===== src/rtl/bch_correct_stage.sv =====
// BCH(15,7) t=2 correction stage: aligns the received word with the Chien search result,
// applies the correction, flags uncorrectable words and extracts the 7-bit message.
// Optional statistics counters are built when BCH_STATS_EN is defined.
module bch_correct_stage #(
  parameter int unsigned LATENCY = 1,
  parameter int unsigned CNT_W   = 16
) (
  input  logic              clk,
  input  logic              rst,
  input  logic              in_valid,
  input  logic [14:0]       codeword_in,
  input  logic [3:0]        lambda1,
  input  logic [3:0]        lambda2,
  input  logic [14:0]       error_vector,
  input  logic              error_found,
  output logic              out_valid,
  output logic [14:0]       codeword_out,
  output logic [6:0]        data_out,
  output logic [1:0]        err_count,
  output logic              err_uncorr
`ifdef BCH_STATS_EN
  ,
  input  logic              clr_stats,
  output logic [CNT_W-1:0]  stat_words,
  output logic [CNT_W-1:0]  stat_corr,
  output logic [CNT_W-1:0]  stat_uncorr
`endif
);

  logic        dl_vld_q [LATENCY];
  logic [14:0] dl_cw_q  [LATENCY];
  logic [3:0]  dl_l1_q  [LATENCY];
  logic [3:0]  dl_l2_q  [LATENCY];

  logic        dly_vld;
  logic [14:0] dly_cw;
  logic [3:0]  dly_l1;
  logic [3:0]  dly_l2;
  logic [1:0]  deg;
  logic [3:0]  roots;
  logic        uncorr;
  logic [14:0] cw_fix;
  logic [1:0]  cnt_fix;

  // Delay line matching the Chien stage latency; shifts every cycle, no backpressure.
  always_ff @(posedge clk or negedge rst) begin
    if (!rst) begin
      for (int i = 0; i < LATENCY; i++) begin
        dl_vld_q[i] <= 1'b0;
        dl_cw_q[i]  <= '0;
        dl_l1_q[i]  <= '0;
        dl_l2_q[i]  <= '0;
      end
    end else begin
      dl_vld_q[0] <= in_valid;
      dl_cw_q[0]  <= codeword_in;
      dl_l1_q[0]  <= lambda1;
      dl_l2_q[0]  <= lambda2;
      for (int i = 1; i < LATENCY; i++) begin
        dl_vld_q[i] <= dl_vld_q[i-1];
        dl_cw_q[i]  <= dl_cw_q[i-1];
        dl_l1_q[i]  <= dl_l1_q[i-1];
        dl_l2_q[i]  <= dl_l2_q[i-1];
      end
    end
  end

  assign dly_vld = dl_vld_q[LATENCY-1];
  assign dly_cw  = dl_cw_q[LATENCY-1];
  assign dly_l1  = dl_l1_q[LATENCY-1];
  assign dly_l2  = dl_l2_q[LATENCY-1];

  // Decide: locator degree must equal the number of Chien roots, and error_found must agree.
  always_comb begin
    roots = '0;
    for (int i = 0; i < 15; i++) begin
      roots = roots + {3'b000, error_vector[i]};
    end
    if (dly_l2 != 4'h0)      deg = 2'd2;
    else if (dly_l1 != 4'h0) deg = 2'd1;
    else                     deg = 2'd0;
    uncorr  = ({2'b00, deg} != roots) | (error_found != (roots != 4'h0));
    cw_fix  = uncorr ? dly_cw : (dly_cw ^ error_vector);
    cnt_fix = uncorr ? 2'd0 : roots[1:0];
  end

  // Output register; data fields hold their last value across bubbles.
  always_ff @(posedge clk or negedge rst) begin
    if (!rst) begin
      out_valid    <= 1'b0;
      codeword_out <= '0;
      err_count    <= '0;
      err_uncorr   <= 1'b0;
    end else begin
      out_valid <= dly_vld;
      if (dly_vld) begin
        codeword_out <= cw_fix;
        err_count    <= cnt_fix;
        err_uncorr   <= uncorr;
      end
    end
  end

  assign data_out = codeword_out[14:8];

`ifdef BCH_STATS_EN
  // Saturating statistics, counted on each out_valid; a clear overrides a same-cycle increment.
  always_ff @(posedge clk or negedge rst) begin
    if (!rst) begin
      stat_words  <= '0;
      stat_corr   <= '0;
      stat_uncorr <= '0;
    end else if (clr_stats) begin
      stat_words  <= '0;
      stat_corr   <= '0;
      stat_uncorr <= '0;
    end else if (out_valid) begin
      if (stat_words != '1) stat_words <= stat_words + CNT_W'(1);
      if (err_count != 2'd0 && stat_corr != '1) stat_corr <= stat_corr + CNT_W'(1);
      if (err_uncorr && stat_uncorr != '1) stat_uncorr <= stat_uncorr + CNT_W'(1);
    end
  end
`endif

endmodule


===== config.mk =====
export PLATFORM = sky130hd
export DESIGN_NAME = bch_correct_stage
export DESIGN_NICKNAME = d
export VERILOG_FILES = /design/src/rtl/bch_correct_stage.sv
export SDC_FILE = /design/constraint.sdc
export NUM_CORES = 1
export LEC_CHECK = 0
export BUFFER_PORTS_ARGS = -buffer_cell sky130_fd_sc_hd__buf_2
export CAP_MARGIN = 0
export CELL_PAD_IN_SITES_DETAIL_PLACEMENT = 0
export CELL_PAD_IN_SITES_GLOBAL_PLACEMENT = 2
export CORE_ASPECT_RATIO = 1.1
export CORE_MARGIN = 2
export CORE_UTILIZATION = 31
export CTS_BUF_LIST = sky130_fd_sc_hd__clkbuf_16
export DETAILED_ROUTE_END_ITERATION = 8
export PLACE_DENSITY_LB_ADDON = 0.08
export SYNTH_ARGS = -nofsm -noshare
export SYNTH_HDL_FRONTEND = slang
export SYNTH_SLANG_ARGS = --single-unit

===== constraint.sdc =====
create_clock -name clk -period 2.1 [get_ports clk]
set_input_delay 0.63 -clock clk [delete_from_list [all_inputs] [get_ports clk]]
set_output_delay 0.63 -clock clk [all_outputs]
set_load 0.03 [all_outputs]

==> implementation parameters <==
Parameter                              Value

Floorplanning
  Initial Utilization    a little under a third
  Vert. Die Dim    89.18 um
  Std-Cell Rows    31
  Die area    7262 um^2
  Number of top-level design ports    68
  Std-Cell Core Area    6477 um^2
  X dimension of the die    81.43 um

Critical path
  Capture point of the worst path    codeword_out[12]$_DFFE_PN0P_
  Reg-to-reg critical path startpoint    dl_l2_q[1]$_DFF_PN0_
  Crit Path Max Fanout    5
  Setup Crit Path Kind    primary input to flop
  Highest cell delay on the worst timing path    0.60 ns
  CP max stage cell    sky130_fd_sc_hd__fa_2
  RR Endpoint    codeword_out[2]$_DFFE_PN0P_
  Most repeated library cell on the critical path    sky130_fd_sc_hd__fa_1
  Worst setup path startpoint    error_vector[0]
  Critical path capture point type    flop
  Worst reg2reg path depth    6
  Data required time at the worst endpoint    2.30 ns
  WP data arrival    5.11 ns
  Cell breakdown of the critical path    buf_8 -> inv_12 -> fa_1 -> inv_2 -> fa_1 -> fa_1 -> inv_1 -> fa_1 -> inv_1 -> fa_2 -> fa_2 -> buf_6 -> and3b_2 -> buf_4 -> a21oi_2 -> or4_1 -> a31oi_1
  Setup slack on the worst flop-to-flop path    -0.09 ns
  Crit path launch type    primary input

CTS
  Clock network latency to the later pin of the worst-skew pair    about 0.28 ns
  CTS tree    built
  Root buffer cell    sky130_fd_sc_hd__clkbuf_16
  Max clock buf depth    2
  Total CTS buffers    5
  TritonCTS Sinks    43
  Clock transition at path regs    0.06 ns
  Htree depth    2

Yosys
  Synthesized instance count    183
  Total nets after synthesis    237
  Cell variety after synth    27
  Total standard cell area after synthesis    2044 um^2
  Average instance area after synthesis    11.17 um^2
  Sequential area share after synthesis    between 50% and 60%
  Synth Warn #    0
  Flip-flop and latch count after synthesis    43

Finish
  Post-route non-filler standard cell count    359
  Number of diodes added for antenna fixing    0
  Area of all placed cells without fillers    2887 um^2
  Total Nets Final    330
  Post-layout util    44.56%
  Area growth from synthesis to layout    41.19%
  Proportion of layout cells with a drive suffix above 1    48.38%

Timing
  Final hold slack    roughly 0.3 ns
  Setup slack after layout    -2.815 ns
  Final period utilization    234.1%
  Pin slew with the least headroom to its limit    0.4557 ns
  Maximum frequency from static timing analysis    203.4 MHz
  Setup repair after global routing missed its margin    yes
  Final Hold Fails    0
  Setup TNS after final layout    -48.84 ns
  Layout Skew    between 0.004 and 0.005 ns
  Final worst path period need    4.915 ns
  Final setup viols    18
  Relative slew margins    between 60% and 70%
  Max Transition Viols Final    0

Hold path
  Class of the worst hold path    primary input to asynchronous set/reset pin

Placed design
  Area of placed instances    2585 um^2
  Count of placed standard cells including taps    341
  Count of buffers inserted at the top-level ports    67
  Dpl hpwl    3.484 mm
  Worst slack at placement    -3.281 ns
  Placer Congestion    0.7872

Global routing
  First-pass GRT wire length    8.266 mm
  Number of antenna violations at the first check in global routing    0
  Via count of the first global-routing pass    1757
  Total routing usage reported by global routing    15.32%
  Global route overflow    0
  Maximum number of pins on one net before global-route repair    38

Routing
  Drt first-iter violations    24
  Iteration count of the initial detailed-routing pass    4
  Via Count    1686
  Routed length per placed instance    14.34 um
  Residual DRC    0
  Routed wire length    5.147 mm
  Via density per instance    ~4.7
  Routed Antenna Nets    0

Outcome
  Run status    finished with violations
  Violated checks    setup timing

Pwr
  Power Dens Cells    roughly 1300 nW/um^2
  IR drop worst, VDD    0.8506 mV
  Total power draw    3.843 mW
  Reported leakage power    1.341 nW

Run
  Total of max-cap violations    0
[Yosys cell counts, drive strengths merged]
cell / instances / area share (%)
a21o: 1 / 0.37
a21oi: 2 / 0.67
a31o: 1 / 0.43
a31oi: 16 / 4.9
and3: 1 / 0.31
and3b: 1 / 0.43
buf: 11 / 4.4
clkbuf: 6 / 1.1
clkinv: 4 / 0.73
clkinvlp: 4 / 0.98
dfrtp: 43 / 53
fa: 10 / 9.8
ha: 2 / 1.2
inv: 22 / 4.0
nand2: 4 / 0.73
nand3: 1 / 0.24
nor2: 18 / 3.7
nor4: 1 / 0.31
o22ai: 2 / 0.61
o31ai: 15 / 5.5
or4: 16 / 6.1
xor2: 2 / 0.86
[state kept, by name (all words and copies together) (netlist names)]
register      flops
err_count         2
codeword_out     15
out_valid         1
dl_l1_q           4
dl_l2_q           4
dl_cw_q          15
err_uncorr        1
dl_vld_q          1
[area by class of cell]
| cell class | count | area [um^2] |
|---|---|---|
| clock buffers | 5 | 125.1 |
| inverters | 30 | 130.1 |
| fillers | 626 | 3591 |
| well taps | 82 | 102.6 |
| repair buffers | 100 | 608.1 |
| clock inverters | 3 | 15.01 |
| multi-input cells | 96 | 829.5 |
| flip-flops and latches | 43 | 1076 |
[routing by layer]
metal | up-vias | share of wire [%] | global-route usage, %
met4 | 0 | 1.7 | 5.547
li1 | 811 | - | -
met3 | 9 | 5.2 | 3.737
met2 | 51 | 53 | 27.05
met1 | 815 | 40 | 18.06
met5 | - | 0 | 0
[worst min path at each step]
| stage | end | cells after the start | slack (ns) |
|---|---|---|---|
| CTS | codeword_out[2]$_DFFE_PN0P_ | 1 | 0.30 |
| finish | dl_vld_q$_DFF_PN0_ | 1 | 0.29 |
| global route | codeword_out[2]$_DFFE_PN0P_ | 1 | 0.32 |
| floorplan | codeword_out[0]$_DFFE_PN0P_ | 0 | 0.33 |
| detailed placement | codeword_out[5]$_DFFE_PN0P_ | 2 | 0.53 |
| global placement | err_count[1]$_DFFE_PN0P_ | 2 | 0.52 |
[worst max-delay path: cells and delay by family]
family | cells | cell delay [ns]
adder cells (fa/ha/maj) | 6 | 2.98
AND/OR/NAND/NOR | 2 | 0.74
AO/OA/AOI/OAI | 2 | 0.22
buffers and inverters | 7 | 0.53
[power breakdown]
part / switching, mW / total (mW) / internal, mW
logic: 1.24 / 2.14 / 0.904
registers: 0.0505 / 0.975 / 0.924
clock network: 0.295 / 0.728 / 0.433
[repair_timing]
item,CTS,global route
setup endpoints to repair,18,18
gates cloned,2,1
pin swaps,4,7
setup buffers,6,1
hold buffers,0,0
gates resized for setup,9,10
[placed cells by master (no fill, tap or decap), types with 2 or more instances in the layout]
| cell | count |
|---|---|
| sky130_fd_sc_hd__a21oi_2 | 2 |
| sky130_fd_sc_hd__a21oi_4 | 2 |
| sky130_fd_sc_hd__a31oi_1 | 16 |
| sky130_fd_sc_hd__buf_2 | 66 |
| sky130_fd_sc_hd__buf_4 | 29 |
| sky130_fd_sc_hd__buf_6 | 4 |
| sky130_fd_sc_hd__clkbuf_16 | 5 |
| sky130_fd_sc_hd__clkinv_1 | 4 |
| sky130_fd_sc_hd__clkinv_2 | 3 |
| sky130_fd_sc_hd__clkinvlp_2 | 4 |
| sky130_fd_sc_hd__dfrtp_1 | 43 |
| sky130_fd_sc_hd__fa_1 | 8 |
| sky130_fd_sc_hd__fa_2 | 2 |
| sky130_fd_sc_hd__ha_1 | 2 |
| sky130_fd_sc_hd__inv_1 | 19 |
| sky130_fd_sc_hd__inv_2 | 2 |
| sky130_fd_sc_hd__nand2_1 | 4 |
| sky130_fd_sc_hd__nor2_1 | 16 |
| sky130_fd_sc_hd__o31ai_1 | 12 |
| sky130_fd_sc_hd__o31ai_2 | 3 |
| sky130_fd_sc_hd__or4_1 | 13 |
| sky130_fd_sc_hd__or4_4 | 3 |
[cell families (layout without fill, tap and decap cells)]
family	count (synthesis)	in the layout	synth area share (%)
buffers and inverters	47	138	11.26
flip-flops	43	43	52.63
adder cells (fa/ha/maj)	12	12	11.02
AO/OA/AOI/OAI	37	40	12.48
XOR/XNOR	2	2	0.8569
AND/OR/NAND/NOR	42	42	11.75
Power figures use the tool's default switching activity.
